[src/rtl/bp_pkg.sv]
// Shared definitions for the bimodal branch predictor.
//   bp_cnt_t    : 2-bit saturating counter state (MSB is the predicted direction)
//   BP_CNT_INIT : state every table entry takes on reset (weakly not-taken)
//   bp_index()  : word-aligned PC -> table index (PC[1:0] dropped, no tags)
package bp_pkg;

  localparam int BP_IDX_BITS = 6;
  localparam int BP_XLEN     = 32;

  typedef enum logic [1:0] {
    SNT = 2'b00,
    WNT = 2'b01,
    WT  = 2'b10,
    ST  = 2'b11
  } bp_cnt_t;

  localparam bp_cnt_t BP_CNT_INIT = WNT;

  // Index is PC[idx_bits+1:2]; returned zero-extended so callers truncate to their table size.
  function automatic logic [BP_XLEN-1:0] bp_index(input logic [BP_XLEN-1:0] pc,
                                                  input int unsigned       idx_bits);
    logic [BP_XLEN-1:0] mask_s;
    mask_s = ~({BP_XLEN{1'b1}} << idx_bits);
    return (pc >> 2'd2) & mask_s;
  endfunction

endpackage

[src/rtl/bp_sat_counter.sv]
// Next-state logic for one 2-bit saturating direction counter.
//   cnt      : current counter state
//   taken    : resolved branch outcome (1 = taken)
//   next_cnt : counter state after learning from the outcome
module bp_sat_counter
  import bp_pkg::*;
(
  input  bp_cnt_t cnt,
  input  logic    taken,
  output bp_cnt_t next_cnt
);

  // Step towards ST on taken, towards SNT on not-taken, holding at either end.
  always_comb begin
    next_cnt = cnt;
    case (cnt)
      SNT:     next_cnt = taken ? WNT : SNT;
      WNT:     next_cnt = taken ? WT  : SNT;
      WT:      next_cnt = taken ? ST  : WNT;
      ST:      next_cnt = taken ? ST  : WT;
      default: next_cnt = BP_CNT_INIT;
    endcase
  end

endmodule

[src/rtl/branch_predictor.sv]
// Bimodal branch predictor: a PC-indexed table of 2-bit saturating counters.
// Fetch looks up a direction one cycle after i_req; execute feeds back resolved
// branches, which train the table and raise a registered mispredict flag.
//   i_clk, i_rstn        : clock, asynchronous active-low reset
//   i_req, i_pc          : lookup request and PC from fetch
//   i_flush              : drops the response due next cycle (and any same-cycle request)
//   o_pred_valid/taken   : one-cycle prediction response
//   i_upd_valid/pc/taken : resolved branch, its PC and actual direction
//   i_upd_pred           : direction that was predicted for that branch
//   o_mispredict         : registered "resolved direction differed from prediction"
//   o_miss_count         : saturating count of mispredictions
module branch_predictor
  import bp_pkg::*;
#(
  parameter int IDX_BITS = BP_IDX_BITS,
  parameter int XLEN     = BP_XLEN,
  parameter int CNT_W    = 32
) (
  input  logic             i_clk,
  input  logic             i_rstn,
  input  logic             i_req,
  input  logic [XLEN-1:0]  i_pc,
  output logic             o_pred_valid,
  output logic             o_pred_taken,
  input  logic             i_flush,
  input  logic             i_upd_valid,
  input  logic [XLEN-1:0]  i_upd_pc,
  input  logic             i_upd_taken,
  input  logic             i_upd_pred,
  output logic             o_mispredict,
  output logic [CNT_W-1:0] o_miss_count
);

  localparam int ENTRIES = 2 ** IDX_BITS;
  localparam logic [CNT_W-1:0] CNT_MAX = {CNT_W{1'b1}};
  localparam logic [CNT_W-1:0] CNT_ONE = {{(CNT_W-1){1'b0}}, 1'b1};

  bp_cnt_t             cnt_r [ENTRIES];
  logic [XLEN-1:0]     upd_pc_s;
  logic                upd_taken_s;
  logic [IDX_BITS-1:0] upd_idx_s;
  logic [IDX_BITS-1:0] req_idx_s;
  bp_cnt_t             upd_next_s;
  bp_cnt_t             look_cnt_s;
  logic                accept_s;
  logic                miss_s;

  // Update-side inputs are gated by i_upd_valid so unknowns on an idle bus stay contained.
  assign upd_pc_s    = i_upd_valid ? i_upd_pc : {XLEN{1'b0}};
  assign upd_taken_s = i_upd_valid & i_upd_taken;
  assign miss_s      = i_upd_valid & (i_upd_taken ^ i_upd_pred);
  assign accept_s    = i_req & ~i_flush;

  assign upd_idx_s = IDX_BITS'(bp_index(BP_XLEN'(upd_pc_s), IDX_BITS));
  assign req_idx_s = IDX_BITS'(bp_index(BP_XLEN'(i_pc), IDX_BITS));

  bp_sat_counter u_sat_counter (
    .cnt      (cnt_r[upd_idx_s]),
    .taken    (upd_taken_s),
    .next_cnt (upd_next_s)
  );

  // Write-first bypass: a lookup hitting the entry being trained sees the trained value.
  always_comb begin
    look_cnt_s = cnt_r[req_idx_s];
    if (i_upd_valid && (upd_idx_s == req_idx_s)) begin
      look_cnt_s = upd_next_s;
    end else begin
      look_cnt_s = cnt_r[req_idx_s];
    end
  end

  // Counter table: flop array so every entry can be initialised by the async reset.
  always_ff @(posedge i_clk or negedge i_rstn) begin
    if (!i_rstn) begin
      for (int i = 0; i < ENTRIES; i++) begin
        cnt_r[i] <= BP_CNT_INIT;
      end
    end else if (i_upd_valid) begin
      cnt_r[upd_idx_s] <= upd_next_s;
    end
  end

  // Registered prediction response and mispredict reporting.
  always_ff @(posedge i_clk or negedge i_rstn) begin
    if (!i_rstn) begin
      o_pred_valid <= 1'b0;
      o_pred_taken <= 1'b0;
      o_mispredict <= 1'b0;
      o_miss_count <= {CNT_W{1'b0}};
    end else begin
      o_pred_valid <= accept_s;
      o_pred_taken <= accept_s & look_cnt_s[1];
      o_mispredict <= miss_s;
      if (miss_s && (o_miss_count != CNT_MAX)) begin
        o_miss_count <= o_miss_count + CNT_ONE;
      end
    end
  end

endmodule

[config.mk]
export PLATFORM = sky130hd
export DESIGN_NAME = branch_predictor
export DESIGN_NICKNAME = d
export VERILOG_FILES = /design/src/rtl/bp_pkg.sv /design/src/rtl/bp_sat_counter.sv /design/src/rtl/branch_predictor.sv
export SDC_FILE = /design/constraint.sdc
export NUM_CORES = 1
export LEC_CHECK = 0
export CORE_MARGIN = 10
export CORE_UTILIZATION = 35
export DETAILED_ROUTE_END_ITERATION = 16
export PLACE_DENSITY = 0.56
export SETUP_SLACK_MARGIN = 0.3
export SYNTH_ARGS = -nofsm -noshare
export SYNTH_HDL_FRONTEND = slang
export SYNTH_HIERARCHICAL = 1
export SYNTH_SLANG_ARGS = --single-unit
[constraint.sdc]
create_clock -name i_clk -period 2.2 [get_ports i_clk]
set_input_delay 0.44 -clock i_clk [delete_from_list [all_inputs] [get_ports i_clk]]
set_output_delay 0.44 -clock i_clk [all_outputs]
set_load 0.02 [all_outputs]
==> impl_metrics.csv, run 1 <==
group,metric,value,unit
power,netSwitchingFraction,30.63,%
logic_synthesis,synth_top_family_by_area,"multiplexers",
finish,syn_to_final_growth,40.55,%
logic_synthesis,synth_nets,832,
critical_path,critPathLaunchType,"flop",
detailed_routing,m1WireLength,13.12,mm
logic_synthesis,async_flop_share,100.0,%
logic_synthesis,synth_flop_cell,"dfrtp_1",
clock_tree,cts_buffers,17,
timing,finalSetupViolations,129,
global_routing,track_usage,18.04,%
timing,setup_ws,-0.4834,ns
clock_tree,clock_path_buffers,2,
finish,diodes,0,
timing,hold_viol,0,
finish,stdcell_area,12370,um2
die,die_h,178.6,um
critical_path,required,2.52,ns
finish,final_core_util,50.41,%
detailed_routing,drtPass1Iterations,5,
clock_tree,htree_levels,4,
finish,drive_gt1_share,50.65,%
logic_synthesis,synth_cells,760,
global_routing,grt_pass1_vias,7412,
detailed_routing,met3_length,1.767,mm
power,p_comb_share,22.6,%
timing,rsz0062_at_grt,"true",
clock_tree,clock_sinks,163,
critical_path,crit_type,"flop to flop",
logic_synthesis,synth_area_leaders,"dfrtp_1 (28%), dfstp_2 (19%), mux2_2 (16%), mux4_2 (4.9%), nand2_1 (3.0%)",
detailed_routing,vias,7137,
clock_tree,clock_latency,0.44,ns
logic_synthesis,synth-edff-count,0,
timing,min_period_over_period,122.0,%
die,start_util,35.87,%
power,power.internal,5.991,mW
run_status,status,"finished, violations left",
global_routing,grt-ovfl-total,0,
finish,nets,1062,
logic_synthesis,synth_top_area_cell,"dfrtp_1",
die,die_x,178.6,um
detailed_routing,top_layer,"met5",
run,maxCapViolations,0,
logic_synthesis,synth_cell_type_count,71,
min_path,hold_path_class,"primary input to asynchronous set/reset pin",
logic_synthesis,synth_area_per_cell,11.58,um2
die,die_area,31880,um2
die,row_count,57,
critical_path,endpoint_kind,"flop",
placed_design,gp_congestion,0.9195,
power,seq_power_share,42.1,%
die,io_pins,106,
run_status,violations,"negative setup slack",
detailed_routing,postRouteAntennaNets,0,
timing,clock_skew,0.01436,ns
timing,fmax,372.7,MHz
die,core_area,24530,um2
logic_synthesis,synth_top_area_share,28.15,%
power,vdd_ir_drop_max,549.2,uV
logic_synthesis,netlist_area,8800,um2
detailed_routing,wl_met2,13.36,mm
clock_tree,cts_tree,"built",
detailed_routing,drtIter0Drc,674,
clock_tree,clkTransAtPathRegs,0.08,ns
clock_tree,clock_tree.root_cell,"clkbuf_16",
global_routing,grt_max_degree,66,
timing,tightest_slew,0.5164,ns
logic_synthesis,synth_compound_area_share,6.924,%
critical_path,reg2reg_depth,9,
timing,post-route-min-period,2.683,ns
logic_synthesis,yosys.area_share.adder,0.3981,%
power,pwr-share-clk,35.4,%
timing,whs,0.4112,ns
placed_design,io_buffers,53,
detailed_routing,wirelength,28.88,mm
timing,slew_headroom,65.57,%
power,leakage,5.624,nW
logic_synthesis,synth_mux_area_share,24.97,%
placed_design,placed_area,10940,um2
detailed_routing,drc,0,
critical_path,crit_arrival,3.01,ns
timing,slew_violations,0,
logic_synthesis,synth_xor_xnor_area_share,3.683,%
power,switching_power,2.645,mW
placed_design,hpwl,19.74,mm
finish,final_common_cell,"buf_4",
logic_synthesis,ys_seq_area_share,47.26,%
power,p_per_area,698.3,nW/um2
finish,fillerInstances,2221,
detailed_routing,viasPerCell,5.378,
critical_path,critPathMaxFanout,9,
logic_synthesis,synth_seq_cells,163,
logic_synthesis,yosys_warnings,6,
finish,final_cell_mix,"buf_4 (180), dfrtp_1 (83), nor2_1 (68)",
logic_synthesis,yosys.area_share.simple,13.39,%
global_routing,antenna_found_initial,1,
detailed_routing,wire_per_inst,21.76,um
global_routing,grt_pass1_wl,44.28,mm
==> cells by family after synthesis <==
group                      Yosys count
and+or+nand+nor                    241
muxes                              170
DFF                                163
AOI/OAI and AO/OA                   81
buffers and inverters               65
xor gates and xnor gates            37
adders and majority gates            3
==> worst paths after layout <==
check                                             start                      endpoint  slack [ns]
setup / recovery                 cnt_r[124]$_DFFE_PN1P_         cnt_r[99]$_DFFE_PN0P_       -0.48
hold / removal                                   i_rstn         cnt_r[49]$_DFFE_PN0P_        0.41
setup reg to reg                 cnt_r[124]$_DFFE_PN1P_         cnt_r[99]$_DFFE_PN0P_       -0.48
hold reg to reg            o_miss_count[16]$_DFFE_PN0P_  o_miss_count[16]$_DFFE_PN0P_        0.48
max in group asynchronous                        i_rstn        cnt_r[118]$_DFFE_PN1P_        1.01
min in group i_clk         o_miss_count[16]$_DFFE_PN0P_  o_miss_count[16]$_DFFE_PN0P_        0.48
==> metal layers <==
metal	track usage (%)	vias up
met4	4.650	2
met1	24.58	3603
met5	0	-
li1	-	3242
met2	28.49	249
met3	3.890	41
==> repair_timing <==
item / 4_1_cts / 5_1_grt
pin swaps: 17 / 13
hold buffers: 1 / 0
cloned: 5 / 3
gates resized for setup: 99 / 52
hold endpoints to repair: 6 / 0
buffers inserted: 17 / 9
setup endpoints to repair: 183 / 156
==> state kept, by name, summed over array words and instances, names as in the netlist <==
name	cells
cnt_r	128
o_pred_taken	1
o_miss_count	32
o_mispredict	1
o_pred_valid	1
==> worst max-delay path, cell delays in order, from the launching register on <==
cell and delay (ns):
dfstp_2 0.37, mux2_4 0.28, a221oi_4 0.27, o21ai_1 0.11, a222oi_1 0.37, nand4_1 0.18, maj3_2 0.40, buf_12 0.17
clkbuf_16 0.16, mux2_2 0.26
==> through the flow <==
stage          TNS (ns)  worst slack (ns)  power, mW  instances
3_3_place_gp    -157.47            -1.220      5.188       1260
2_1_floorplan    -55.58           -0.4892      4.498        760
6_report         -58.33           -0.4834      8.636       1327
5_1_grt          -66.72           -0.5498      9.019       1327
4_1_cts          -49.80           -0.4106      8.486       1315
3_5_place_dp    -150.59            -1.184      5.207       1260
==> synth_stat cells (6+ instances only) <==
master / count
o21ai_0: 11
xnor2_1: 17
a221oi_1: 7
mux2_2: 127
dfrtp_1: 99
nor3_1: 18
dfstp_2: 64
clkbuf_1: 25
nand3_1: 21
inv_1: 16
nand2_1: 71
buf_2: 12
nor2b_1: 9
mux4_2: 19
a22oi_1: 7
and3_1: 10
nor2_1: 69
a21oi_1: 13
xor2_1: 20
mux2i_1: 17
mux4_1: 6
nand4_1: 7
==> final cells by class <==
| class | instances | area [um2] | share of cell area [%] |
|---|---|---|---|
| Clock inverter | 15 | 190.2 | 1.538 |
| Inverter | 18 | 67.56 | 0.5463 |
| Timing Repair Buffer | 258 | 2332 | 18.86 |
| Multi-Input combinational cell | 532 | 4768 | 38.55 |
| Clock buffer | 17 | 425.4 | 3.440 |
| Tap cell | 324 | 405.4 | 3.278 |
| Sequential cell | 163 | 4179 | 33.79 |
==> power groups by stage <==
| stage | clock network (mW) | registers (mW) | logic, mW |
|---|---|---|---|
| after floorplan | 0 | 3.68 | 0.819 |
| after global placement | 0 | 3.67 | 1.51 |
| after detailed placement | 0 | 3.68 | 1.53 |
| after CTS | 3.13 | 3.64 | 1.72 |
| after global routing | 3.27 | 3.67 | 2.08 |
| final | 3.06 | 3.63 | 1.95 |
(Power assumes the default switching activity.)
==> run 2, diff against run 1 <==
--- a/config.mk
+++ b/config.mk
@@ -5,7 +5,7 @@
 export SDC_FILE = /design/constraint.sdc
 export NUM_CORES = 1
 export LEC_CHECK = 0
-export CORE_MARGIN = 10
+export CAP_MARGIN = 20
 export CORE_UTILIZATION = 35
 export DETAILED_ROUTE_END_ITERATION = 16
 export PLACE_DENSITY = 0.56
==> run 2 against run 1 <==
Effect of this change:
- the flow still finishes with violations (negative setup slack)
- utilization grew 1.2 points
- final area grew 2.0%
- combinational power is essentially flat
- first-iteration DRC count shrank 25%
- power grew 0.77%
- fmax grew 0.63%
- sequential cell count is the same
- critical endpoint is now cnt_r[63]$_DFFE_PN0P_
- largest power group unchanged
==> impl_metrics.csv, run 2 (synthesized netlist as in run 1, its figures left out) <==
group,metric,value,unit
critical_path,timing.rr.start,"cnt_r[124]$_DFFE_PN1P_",
timing,tightest_slew,0.5985,ns
global_routing,grt-ovfl-total,0,
global_routing,grt_max_degree,101,
detailed_routing,wirelength,28.39,mm
placed_design,placed_area,11010,um2
finish,largest_reg_flops,128,
min_path,hold_path_class,"flop to flop",
detailed_routing,drtPass1Iterations,7,
power,p_total,8.703,mW
placed_design,pre_cts_ws,-1.161,ns
global_routing,grt_pass1_vias,7533,
finish,drive_gt1_share,52.49,%
finish,regMostFlops,"cnt_r",
critical_path,critPathMaxFanout,12,
timing,post-route-min-period,2.667,ns
run,maxCapViolations,0,
detailed_routing,postRouteAntennaNets,0,
critical_path,crit_arrival,2.99,ns
finish,stdcell_area,12620,um2
timing,finalSetupTns,-55.88,ns
timing,slew_headroom,60.10,%
die,die_x,160.6,um
die,io_pins,106,
critical_path,critPathLaunchType,"flop",
clock_tree,clock_tree.root_cell,"clkbuf_16",
detailed_routing,drtIter0Drc,503,
power,vdd_ir_drop_max,663.2,uV
timing,slew_violations,0,
clock_tree,cts_tree,"built",
detailed_routing,viasPerCell,5.435,
critical_path,required,2.52,ns
finish,final_common_cell,"buf_4",
global_routing,track_usage,22.62,%
die,die_h,160.6,um
die,row_count,57,
timing,fmax,375.0,MHz
finish,final_cell_mix,"buf_4 (182), dfrtp_1 (83), mux2_2 (80)",
clock_tree,clkTransAtPathRegs,0.08,ns
critical_path,crit_type,"flop to flop",
detailed_routing,vias,7229,
clock_tree,cts_buffers,17,
timing,rsz0062_at_grt,"true",
detailed_routing,drc,0,
timing,finalSetupViolations,129,
clock_tree,htree_levels,4,
finish,nets,1065,
placed_design,hpwl,18.91,mm
placed_design,io_buffers,53,
critical_path,crit_start,"cnt_r[124]$_DFFE_PN1P_",
finish,syn_to_final_growth,43.37,%
timing,min_period_over_period,121.2,%
placed_design,gp_congestion,0.9453,
power,p_per_area,689.8,nW/um2
finish,diodes,0,
die,start_util,35.97,%
die,core_area,24460,um2
finish,reg_top3,"cnt_r x128, o_miss_count x32",
critical_path,endpoint_kind,"flop",
global_routing,antenna_found_initial,0,
run_status,violations,"negative setup slack",
timing,clock_skew,0.01607,ns
min_path,hold_start,"o_miss_count[19]$_DFFE_PN0P_",
die,die_area,25780,um2
clock_tree,clock_latency,0.44,ns
power,leakage,6.103,nW
run_status,status,"finished, violations left",
clock_tree,clock_path_buffers,2,
detailed_routing,wire_per_inst,21.35,um
timing,setup_ws,-0.4667,ns
timing,hold_viol,0,
global_routing,grt_pass1_wl,44.27,mm
clock_tree,clock_sinks,163,
[run 2: cell count changes in the layout (fill, tap and decap cells not counted), moves of 4 or more]
cell | previous run | this run
clkinv_8 | 6 | 0
mux2_2 | 66 | 80
nor3_1 | 14 | 9
dlymetal6s2s_1 | 1 | 31
mux2_4 | 62 | 48
nor3_4 | 1 | 8
and3_4 | 1 | 5
dlygate4sd2_1 | 35 | 1
nor2_1 | 68 | 64
[run 2: metrics by stage]
stage | utilization [%] | std cells | hold WS (ns)
6_report | 51.57 | 1330 | 0.4931
5_1_grt | 51.57 | 1330 | 0.5115
4_1_cts | 49.47 | 1309 | 0.4925
3_5_place_dp | 45.02 | 1265 | 0.4594
3_3_place_gp | 45.02 | 1265 | 0.4670
2_1_floorplan | - | 760 | 0.1444
[run 2: worst max-delay path, stage by stage, from the launching register on]
cell and delay [ns]:
dfstp_2 0.37, mux2_4 0.28, a221oi_4 0.25, o21ai_2 0.10, a222oi_1 0.36, nand4_1 0.20
maj3_2 0.40, buf_6 0.16, clkbuf_16 0.16, mux2_2 0.26
[run 2: layout make-up]
type	instances	area, um2
Tap cell	324	405.4
Sequential cell	163	4179
Fill cell	2154	11850
Multi-Input combinational cell	532	4873
Clock inverter	13	150.1
Timing Repair Buffer	261	2497
Inverter	18	67.56
Clock buffer	19	442.9
[run 2: path summary, 6_finish.rpt]
check | slack [ns] | depth (start not counted) | endpoint
max | -0.47 | 9 | cnt_r[63]$_DFFE_PN0P_
min | 0.49 | 1 | o_miss_count[19]$_DFFE_PN0P_
max reg2reg | -0.47 | 9 | cnt_r[63]$_DFFE_PN0P_
min reg2reg | 0.49 | 1 | o_miss_count[19]$_DFFE_PN0P_
max in group asynchronous | 1.08 | 3 | o_miss_count[16]$_DFFE_PN0P_
min in group asynchronous | 0.55 | 3 | cnt_r[49]$_DFFE_PN0P_
[run 2: routing by layer]
| metal | vias up | part of all wire [%] | wire length [um] | track usage, % |
|---|---|---|---|---|
| met5 | - | 0 | 0 | 0 |
| met4 | 0 | 2.9 | 827 | 8.745 |
| li1 | 3240 | - | - | - |
| met2 | 248 | 46 | 13200 | 35.28 |
| met3 | 58 | 6.4 | 1808 | 4.416 |
| met1 | 3683 | 44 | 12550 | 30.97 |
[run 2: repair_timing]
item | 4_1_cts | 5_1_grt
hold buffers | 1 | 0
hold endpoints to repair | 3 | 0
gates resized for setup | 75 | 93
gates cloned | 6 | 3
endpoints found under the setup margin | 180 | 186
buffers inserted | 5 | 18
pin swaps | 24 | 29
[run 2: where the power goes]
part           total (mW)  leakage (nW)  switching, mW  internal (mW)
registers            3.65          1.99          0.241           3.40
clock network        3.08         0.291           1.35           1.73
logic                1.98          3.82          0.912           1.06
total                8.70          6.10           2.51           6.20
